### config.mk
export PLATFORM = sky130hd
export DESIGN_NAME = tensor_core_matrix_loader
export DESIGN_NICKNAME = d
export VERILOG_FILES = /design/src/rtl/tensor_core_matrix_loader.sv
export SDC_FILE = /design/constraint.sdc
export NUM_CORES = 1
export LEC_CHECK = 0
export ABC_CLOCK_PERIOD_IN_PS = 2700
export BUFFER_PORTS_ARGS = -buffer_cell sky130_fd_sc_hd__buf_2
export CORE_MARGIN = 5
export CORE_UTILIZATION = 32
export DETAILED_ROUTE_END_ITERATION = 10
export GPL_ROUTABILITY_DRIVEN = 0
export PLACE_DENSITY = 0.61
export SYNTH_ARGS = -nofsm -noshare
export SYNTH_HDL_FRONTEND = slang
export SYNTH_SLANG_ARGS = --single-unit
### constraint.sdc
create_clock -name clock_in -period 2.7 [get_ports clock_in]
set_input_delay 0 -clock clock_in [delete_from_list [all_inputs] [get_ports clock_in]]
set_output_delay 0 -clock clock_in [all_outputs]
set_load 0.005 [all_outputs]
### src/rtl/tensor_core_matrix_loader.sv
// tensor_core_matrix_loader
// Streams the 18 signed operand elements of two 3x3 matrices from a byte-wide
// valid/ready source into the tensor core register file. Elements 0-15 go out
// as four quad writes; elements 16 and 17 go out as single non-bulk writes.
//
// Handshake: an element is transferred on a rising edge where data_valid_in and
// data_ready_out are both high. data_ready_out is combinational and high only
// in COLLECT with abort_in low. The source may drop valid at any time.
// Abort takes priority over a same-cycle handshake.
module tensor_core_matrix_loader #(
    parameter int DATA_WIDTH = 8
) (
    input  logic                  clock_in,
    input  logic                  reset_n_in,
    input  logic                  start_in,
    input  logic                  abort_in,
    input  logic [DATA_WIDTH-1:0] data_in,
    input  logic                  data_valid_in,
    output logic                  data_ready_out,
    output logic                  quad_write_enable_out,
    output logic [2:0]            quad_write_register_address_out,
    output logic [DATA_WIDTH-1:0] quad_write_data_out [4],
    output logic                  non_bulk_write_enable_out,
    output logic [4:0]            non_bulk_write_register_address_out,
    output logic [DATA_WIDTH-1:0] non_bulk_write_data_out,
    output logic                  busy_out,
    output logic                  done_out,
    output logic [4:0]            element_count_out,
    output logic [2:0]            state_out
);

    typedef enum logic [2:0] {
        S_IDLE       = 3'd0,
        S_COLLECT    = 3'd1,
        S_QUAD_FLUSH = 3'd2,
        S_LAST_WRITE = 3'd3,
        S_DONE       = 3'd4
    } state_t;

    localparam logic [4:0] LAST_QUAD_ELEM = 5'd16;
    localparam logic [4:0] ELEM_16        = 5'd16;
    localparam logic [4:0] ELEM_17        = 5'd17;
    localparam logic [4:0] ELEM_TOTAL     = 5'd18;

    state_t                r_state;
    logic [4:0]            r_count;
    logic [DATA_WIDTH-1:0] r_lane [4];
    logic                  r_qwe;
    logic [2:0]            r_qaddr;
    logic [DATA_WIDTH-1:0] r_qdata [4];
    logic                  r_nbwe;
    logic [4:0]            r_nbaddr;
    logic [DATA_WIDTH-1:0] r_nbdata;

    logic w_ready;
    logic w_accept;

    // Ready only while collecting; abort forces it low so it wins over a handshake.
    always_comb begin
        w_ready  = (r_state == S_COLLECT) && !abort_in;
        w_accept = w_ready && data_valid_in;
    end

    // Main FSM: element counting, lane packing and registered write strobes.
    always_ff @(posedge clock_in or negedge reset_n_in) begin
        if (!reset_n_in) begin
            r_state  <= S_IDLE;
            r_count  <= '0;
            r_qwe    <= 1'b0;
            r_qaddr  <= '0;
            r_nbwe   <= 1'b0;
            r_nbaddr <= '0;
            r_nbdata <= '0;
            for (int i = 0; i < 4; i++) begin
                r_lane[i]  <= '0;
                r_qdata[i] <= '0;
            end
        end else begin
            // Strobes are single-cycle; address/data registers keep their value.
            r_qwe  <= 1'b0;
            r_nbwe <= 1'b0;
            case (r_state)
                S_IDLE: begin
                    for (int i = 0; i < 4; i++) begin
                        r_lane[i] <= '0;
                    end
                    // The count is cleared only by a new start so that an
                    // aborted load still reports how far it got.
                    if (start_in && !abort_in) begin
                        r_count <= '0;
                        r_state <= S_COLLECT;
                    end
                end
                S_COLLECT: begin
                    if (abort_in) begin
                        r_state <= S_IDLE;
                    end else if (w_accept) begin
                        if (r_count != ELEM_TOTAL) begin
                            r_count <= r_count + 5'd1;
                        end
                        if (r_count < LAST_QUAD_ELEM) begin
                            r_lane[r_count[1:0]] <= data_in;
                            if (r_count[1:0] == 2'd3) begin
                                // Fourth lane bypasses the buffer straight into the write.
                                r_qwe      <= 1'b1;
                                r_qaddr    <= {1'b0, r_count[3:2]};
                                r_qdata[0] <= r_lane[0];
                                r_qdata[1] <= r_lane[1];
                                r_qdata[2] <= r_lane[2];
                                r_qdata[3] <= data_in;
                                r_state    <= S_QUAD_FLUSH;
                            end
                        end else if (r_count == ELEM_16) begin
                            r_nbwe   <= 1'b1;
                            r_nbaddr <= ELEM_16;
                            r_nbdata <= data_in;
                        end else if (r_count == ELEM_17) begin
                            r_nbwe   <= 1'b1;
                            r_nbaddr <= ELEM_17;
                            r_nbdata <= data_in;
                            r_state  <= S_LAST_WRITE;
                        end
                    end
                end
                S_QUAD_FLUSH: begin
                    r_state <= abort_in ? S_IDLE : S_COLLECT;
                end
                S_LAST_WRITE: begin
                    r_state <= abort_in ? S_IDLE : S_DONE;
                end
                S_DONE: begin
                    r_state <= S_IDLE;
                end
                default: begin
                    r_state <= S_IDLE;
                end
            endcase
        end
    end

    // Output wiring: status flags decode the state register directly.
    always_comb begin
        data_ready_out                      = w_ready;
        quad_write_enable_out               = r_qwe;
        quad_write_register_address_out     = r_qaddr;
        for (int i = 0; i < 4; i++) begin
            quad_write_data_out[i] = r_qdata[i];
        end
        non_bulk_write_enable_out           = r_nbwe;
        non_bulk_write_register_address_out = r_nbaddr;
        non_bulk_write_data_out             = r_nbdata;
        busy_out                            = (r_state != S_IDLE);
        done_out                            = (r_state == S_DONE);
        element_count_out                   = r_count;
        state_out                           = r_state;
    end

endmodule

# [After elaboration in Yosys (flattened, before gate mapping)]
# Cells that the tools add are included.
[classes] addsub=1 n_lt_le_gt_ge=3 eq_ne=17 muxes=37 n_bitwise=3 reduce_logical=14
[ops] op="32-bit two-way mux" n=3
[ops] op="32-bit one-hot mux with 2 select lines" n=1
[ops] op="32-bit bitwise mux" n=1
[ops] op="5-bit two-way mux" n=6
[ops] op="3-bit two-way mux" n=8
[ops] op="8-bit two-way mux" n=3
[ops] op="5-bit AND reduction" n=4
[ops] op="8-bit demux with 2-bit select" n=1
[ops] op="1-bit two-way mux" n=12
[ops] op="3-bit one-hot mux with 4 select lines" n=1
[ops] op="5-bit == test (second input constant)" n=2
[ops] op="5-bit one-hot mux with 2 select lines" n=1
[ops] op="3-bit by 2-bit == test with 1-bit output (second input constant)" n=2
[ops] op="2-bit != test (second input constant)" n=3
[ops] op="5-bit by 1-bit adder with 5-bit output (second input constant)" n=1
[ops] op="5-bit < comparator (second input constant)" n=1
[ops] op="5-bit != test (second input constant)" n=1
[ops] op="1-bit logical AND" n=4
[ops] op="2-bit by 1-bit != test with 1-bit output (second input constant)" n=2
[ops] op="4-bit by 2-bit != test with 1-bit output (second input constant)" n=1
[ops] op="4-bit by 3-bit != test with 1-bit output (second input constant)" n=1
[ops] op="4-bit != test (second input constant)" n=1
[ops] op="4-bit AND reduction" n=1
[ops] op="2-bit nonzero test" n=2
[ops] op="11 further kinds" n=12
[totals] regBits=89 inputBits=13 output_inout_bits=61 word_cells=90

# [Longest topological paths before layout]
[depth] word_depth=10 depth_mapped=7 ltp_nobuf=6

# [Least setup slack after synthesis]
# Ideal clock, no wire load.
[synth_path] kind="register -> register" startpoint="reg r_state[1] (netlist: state_out[1])" endpoint="reg r_nbdata[0] (netlist: non_bulk_write_data_out[0])" setup_ns=0.125 arrival_ns=1.844 t_required_ns=2.575 path_slack_ns=0.732 path_stages_with_launch=8 path_buffers=3 synth_period_minus_slack_ns=1.968 path_cell_list="dfrtp_1 -> buf_6 -> or3b_1 -> buf_6 -> nor3_2 -> o21a_1 -> buf_4 -> mux2_2"
[synth_via] elab_chain_cells=4
[synth_lines] element="start, declared" line="45" text="state_t r_state;"
[synth_lines] element="start signal, assigned" line="126" text="r_state <= abort_in ? S_IDLE : S_COLLECT;"
[synth_lines] element="start signal, assigned" line="129" text="r_state <= abort_in ? S_IDLE : S_DONE;"
[synth_lines] element="3-bit by 1-bit == test with 1-bit output (*)" line="60, 82"
[synth_lines] element="1-bit logical AND" line="60" text="w_ready = (r_state == S_COLLECT) && !abort_in;"
[synth_lines] element="1-bit logical AND" line="61" text="w_accept = w_ready && data_valid_in;"
[synth_lines] element="5-bit AND reduction (no line) (*)"
[synth_lines] element="end signal, assigned" line="116" text="r_nbdata <= data_in;"
[synth_lines] element="end signal, assigned" line="120" text="r_nbdata <= data_in;"
[synth_lines] element="end, declared" line="53" text="logic [DATA_WIDTH-1:0] r_nbdata;"
# Mark *: on every way between the ends. The rest lies on a longest branch, timed or not.
# A chain may end at the register's enable or synchronous reset.

# [Worst setup path in the final report]
[layout_path] startpoint="reg r_state[2] (netlist: state_out[2])" endpoint="reg r_nbdata[3] (netlist: non_bulk_write_data_out[3])"
# Same word-level chain as after synthesis.

==> results <==
- The critical path class is flip-flop to flip-flop.
- Across the run, the number of max-cap violations was 0.
- Power spread over the standard cell area amounts to about 580 mW/mm².
- The hold violation count in the final report is 0.
- For this run, the top clock speed supported by timing is ~0.43 GHz.
- Summed over all nets, the switching power comes to between 0.6 and 0.7 mW.
- Dividing the final minimum period by the clock period gives 0.868.
- In this run the critical register-to-register path is launched from state_out[2].
- Setup repair after global routing left no endpoint under its margin.
- In the final routing, the length of wire on met1 measures 3530 µm.
- Yosys mapped a number of flops with a built-in enable equal to 0.
- The startpoint of the tightest hold check path is data_valid_in.
- The share of total power in the clock network is 0.376.
- The combinational share of power is 0.101.
- The share of synthesized area occupied by flip-flops and latches is 0.590.
- The count of placed standard cells in the final layout, fillers left out is 445.
- Clock-pin slew was measured on the worst setup and hold paths at about 0.08 ns.
- For the final routed database, the setup TNS stands at 0 ns.
- The proportion of synthesized flip-flops having asynchronous set or reset is 1.00.
- The number of buffers inserted by post-CTS setup repair is 0.
- From bottom edge to top edge, the die measures ~110 µm.
- The average wire per cell in the routed design is 17.0 µm.
- The count of input and output buffers is 69.
- The required time reported for the critical path endpoint is 2.93 ns.
- The path class of the tightest hold or removal check is input pin to flip-flop.
- For this run, the number of Yosys warnings is 0.
- Counting flops and latches in the post-synthesis netlist gives 78.
- The number of global-route vias before repair is 2248.
- The number of remaining DRC errors is 0.
- The count of different cell masters after synthesis is 37.
- The multiplexer fraction of the synthesized cell area is 0.176.
- The total overflow left after global routing is 0.
- The master cell of the clock root buffer is clkbuf_8.
- The overall die area is 0.0125 mm².
- The area overhead of the layout relative to synthesis is 22.8%.
- At the later pin of the worst-skew pair, clock insertion delay measures 0.35 ns.
- The length in cells of the worst reg-to-reg path is 4.
- The final layout net count is 321.
- The TritonCTS clock tree is built.
- The worst setup path is launched from a flip-flop.
- At the pin with the least slew margin, the transition time is 0.975 ns.
- The flow ran to the end, and the final reports show no timing, DRC or antenna violations.
- Averaged over all synthesized cells, the footprint is 14.8 µm².
- The final route contains 2110 vias.
- The post-synthesis instance total is 223.
- In this run, placement finished with an instance count of 418.
- Of the cells placed in the final design, the portion with a size suffix greater than 1 is 0.434.
- The number of DRC violations after detailed-routing iteration 0 is 90.
- Dividing the detail-routed via count by the number of cells gives 4.74.
- The clock net in this run drives a total of 78 sinks.
- The filler cells instantiated in the layout total 998.
- Between clock sinks in the finished design, the worst skew comes to 0.00861 ns.
- Of the total synthesized cell area, the portion taken by full adders, half adders and majority gates is 0.0151.
- After synthesis the cells add up to between 0.003 and 0.004 mm².
- The routed design uses 3490 µm of met2 wire.
- The number of nets still failing antenna checks after routing is 0.
- Of the total synthesized cell area, the portion taken by AND, OR, NAND and NOR gates is 0.0643.
- The first-pass GRT wire length is 12200 µm.
- Entering global routing, the biggest net connects 79 pins.
- Of the total synthesized cell area, the portion taken by XOR and XNOR cells is 0.
- Along the worst hold path, the cell count comes to 4.
- STA classifies the critical path endpoint as a flip-flop.
- The peak fanout along the critical path is 10.
- Row generation in the floorplan step produced 37 rows.
- The first TritonRoute pass finished after 4 iterations.
- The clock passes through at most 2 buffers.
- The area of the core is 0.0102 mm².
- The most critical setup path has its startpoint at state_out[2].
- The number of diodes added for antenna fixing is 0.
- The most used flip-flop cell after synthesis is dfrtp_1.
- The tightest slew margin relative to the limit is 0.350.
- The share of total power dissipated in sequential elements is 0.522.
- Wires add up to 7570 µm.
- The maximum level of the CTS H-tree is 3.
- After detailed routing, the met3 layer carries a little under 400 µm of wire.
- The minimum clock period is 2.34 ns.
- The leakage power is 2.23 nW.
- Data arrives at the worst endpoint at 2.57 ns.
- Of the post-synthesis cell area, the dominant cell type holds 0.590.
- On the final layout, the worst hold slack is ~0.26 ns.
- The sum of net half-perimeters after detailed placement is 5040 µm.
- Setup violations remaining at the end of the flow were counted as 0.
- The initial cell density of the core is 0.325.
- By area, the combinational part of the netlist is dominated by multiplexers.
- After synthesis, the cell types taking the most area are dfrtp_1 (59%), mux2_4 (13%), a22o_1 (6.4%), mux2_2 (4.4%), buf_6 (1.7%).
- The compound-cell area share of the yosys netlist is 0.111.
- The total I/O pin count is 74.
- TritonCTS created 9 clock buffers.
- The switching power as a share of total power is 0.263.
- The die is 112 µm wide.
- IR analysis of the VDD net gives a maximum drop of 0.000183 V.
- The biggest area consumer among synthesized cells is dfrtp_1.
- The highest metal layer with signal wires is met4.
- The initial antenna violation count is 0.
- The internal power component is 1.73 mW.
- The global-route total usage across every layer is 0.125.
- The number of max-slew violations in the final report is 0.
==> power groups by stage <==
stage	clock network (mW)	registers [mW]	logic (mW)
floorplan	0	1.25	0.124
global placement	0	1.25	0.223
detailed placement	0	1.25	0.226
CTS	0.915	1.23	0.242
global route	0.965	1.23	0.266
finish	0.885	1.23	0.238
==> cell usage after synthesis, types with 2 or more instances <==
library cell,instances
a211o_1,4
a21oi_1,3
a22o_1,24
a31oi_1,3
and2_1,3
buf_2,3
buf_4,5
buf_6,5
clkbuf_1,3
dfrtp_1,78
ha_1,4
inv_1,6
mux2_2,13
mux2_4,29
nand2_1,4
nand2b_1,2
nand4_1,2
nor2_1,3
nor3b_1,2
o21ai_0,5
o31ai_1,4
or3_1,2
or3b_1,2
==> cell type report <==
class                      instances  area, µm²  area share
inverter                           6       22.5     0.00554
timing repair buffer              83        493       0.121
multi-input combinational        126       1230       0.302
sequential                        78       1950       0.480
clock buffer                      10        128      0.0314
clock inverter                     6       71.3      0.0176
tap                              136        170      0.0419
==> state kept, by name (all words and copies together) (netlist names) <==
name                                 count
non_bulk_write_register_address_out      2
element_count_out                        5
non_bulk_write_enable_out                1
quad_write_data_out                     32
state_out                                3
non_bulk_write_data_out                  8
r_lane                                  24
quad_write_register_address_out          2
quad_write_enable_out                    1
==> final timing paths <==
kind                                                          endpoint  slack, ns
worst max-delay path                        non_bulk_write_data_out[3]       0.36
worst min-delay path                              element_count_out[0]       0.26
worst max register to register              non_bulk_write_data_out[3]       0.36
worst min register to register  non_bulk_write_register_address_out[4]       0.47
max in group asynchronous                       quad_write_data_out[3]       1.72
min in group asynchronous                         element_count_out[0]       0.33
==> worst max-delay path, stage by stage (launching register included) <==
cell and delay, ns:
dfrtp_1 0.47, or3b_1 0.62, nor3_2 0.31, o21a_1 0.44, mux2_2 0.39
==> placed cells by master (no fill, tap or decap), types with 5 or more instances in the layout <==
cell type and instances:
mux2_2 13, mux2_4 29, dlygate4sd3_1 11, buf_2 68, a22o_1 24, dfrtp_1 78, o21ai_0 5, inv_1 6
clkbuf_8 9
==> metal layers <==
layer  vias to the layer above  track usage
met5                         -            0
met4                         0       0.0535
met3                        10       0.0364
met2                        60        0.190
met1                      1063        0.166
li1                        977            -
==> cell families after synthesis <==
kind of cell | after synthesis
AOI/OAI and AO/OA | 47
adders and majority gates | 4
buffers and inverters | 22
DFF | 78
muxes | 42
other | 1
and+or+nand+nor | 29
==> stage by stage <==
stage               utilization  worst slack, ns  area [µm²]  power, mW
finish                    0.399            0.357        4060       2.35
detailed placement        0.369            0.343        3750       1.48
floorplan                     -            0.732        3320       1.37
CTS                       0.399            0.324        4060       2.38
global route              0.399            0.190        4060       2.46
global placement          0.369            0.462        3750       1.47
==> repair_timing <==
item | CTS | global route
resized for setup | 0 | 0
hold buffers | 11 | 0
endpoints found under the hold margin | 110 | 0
(Power assumes the default switching activity.)
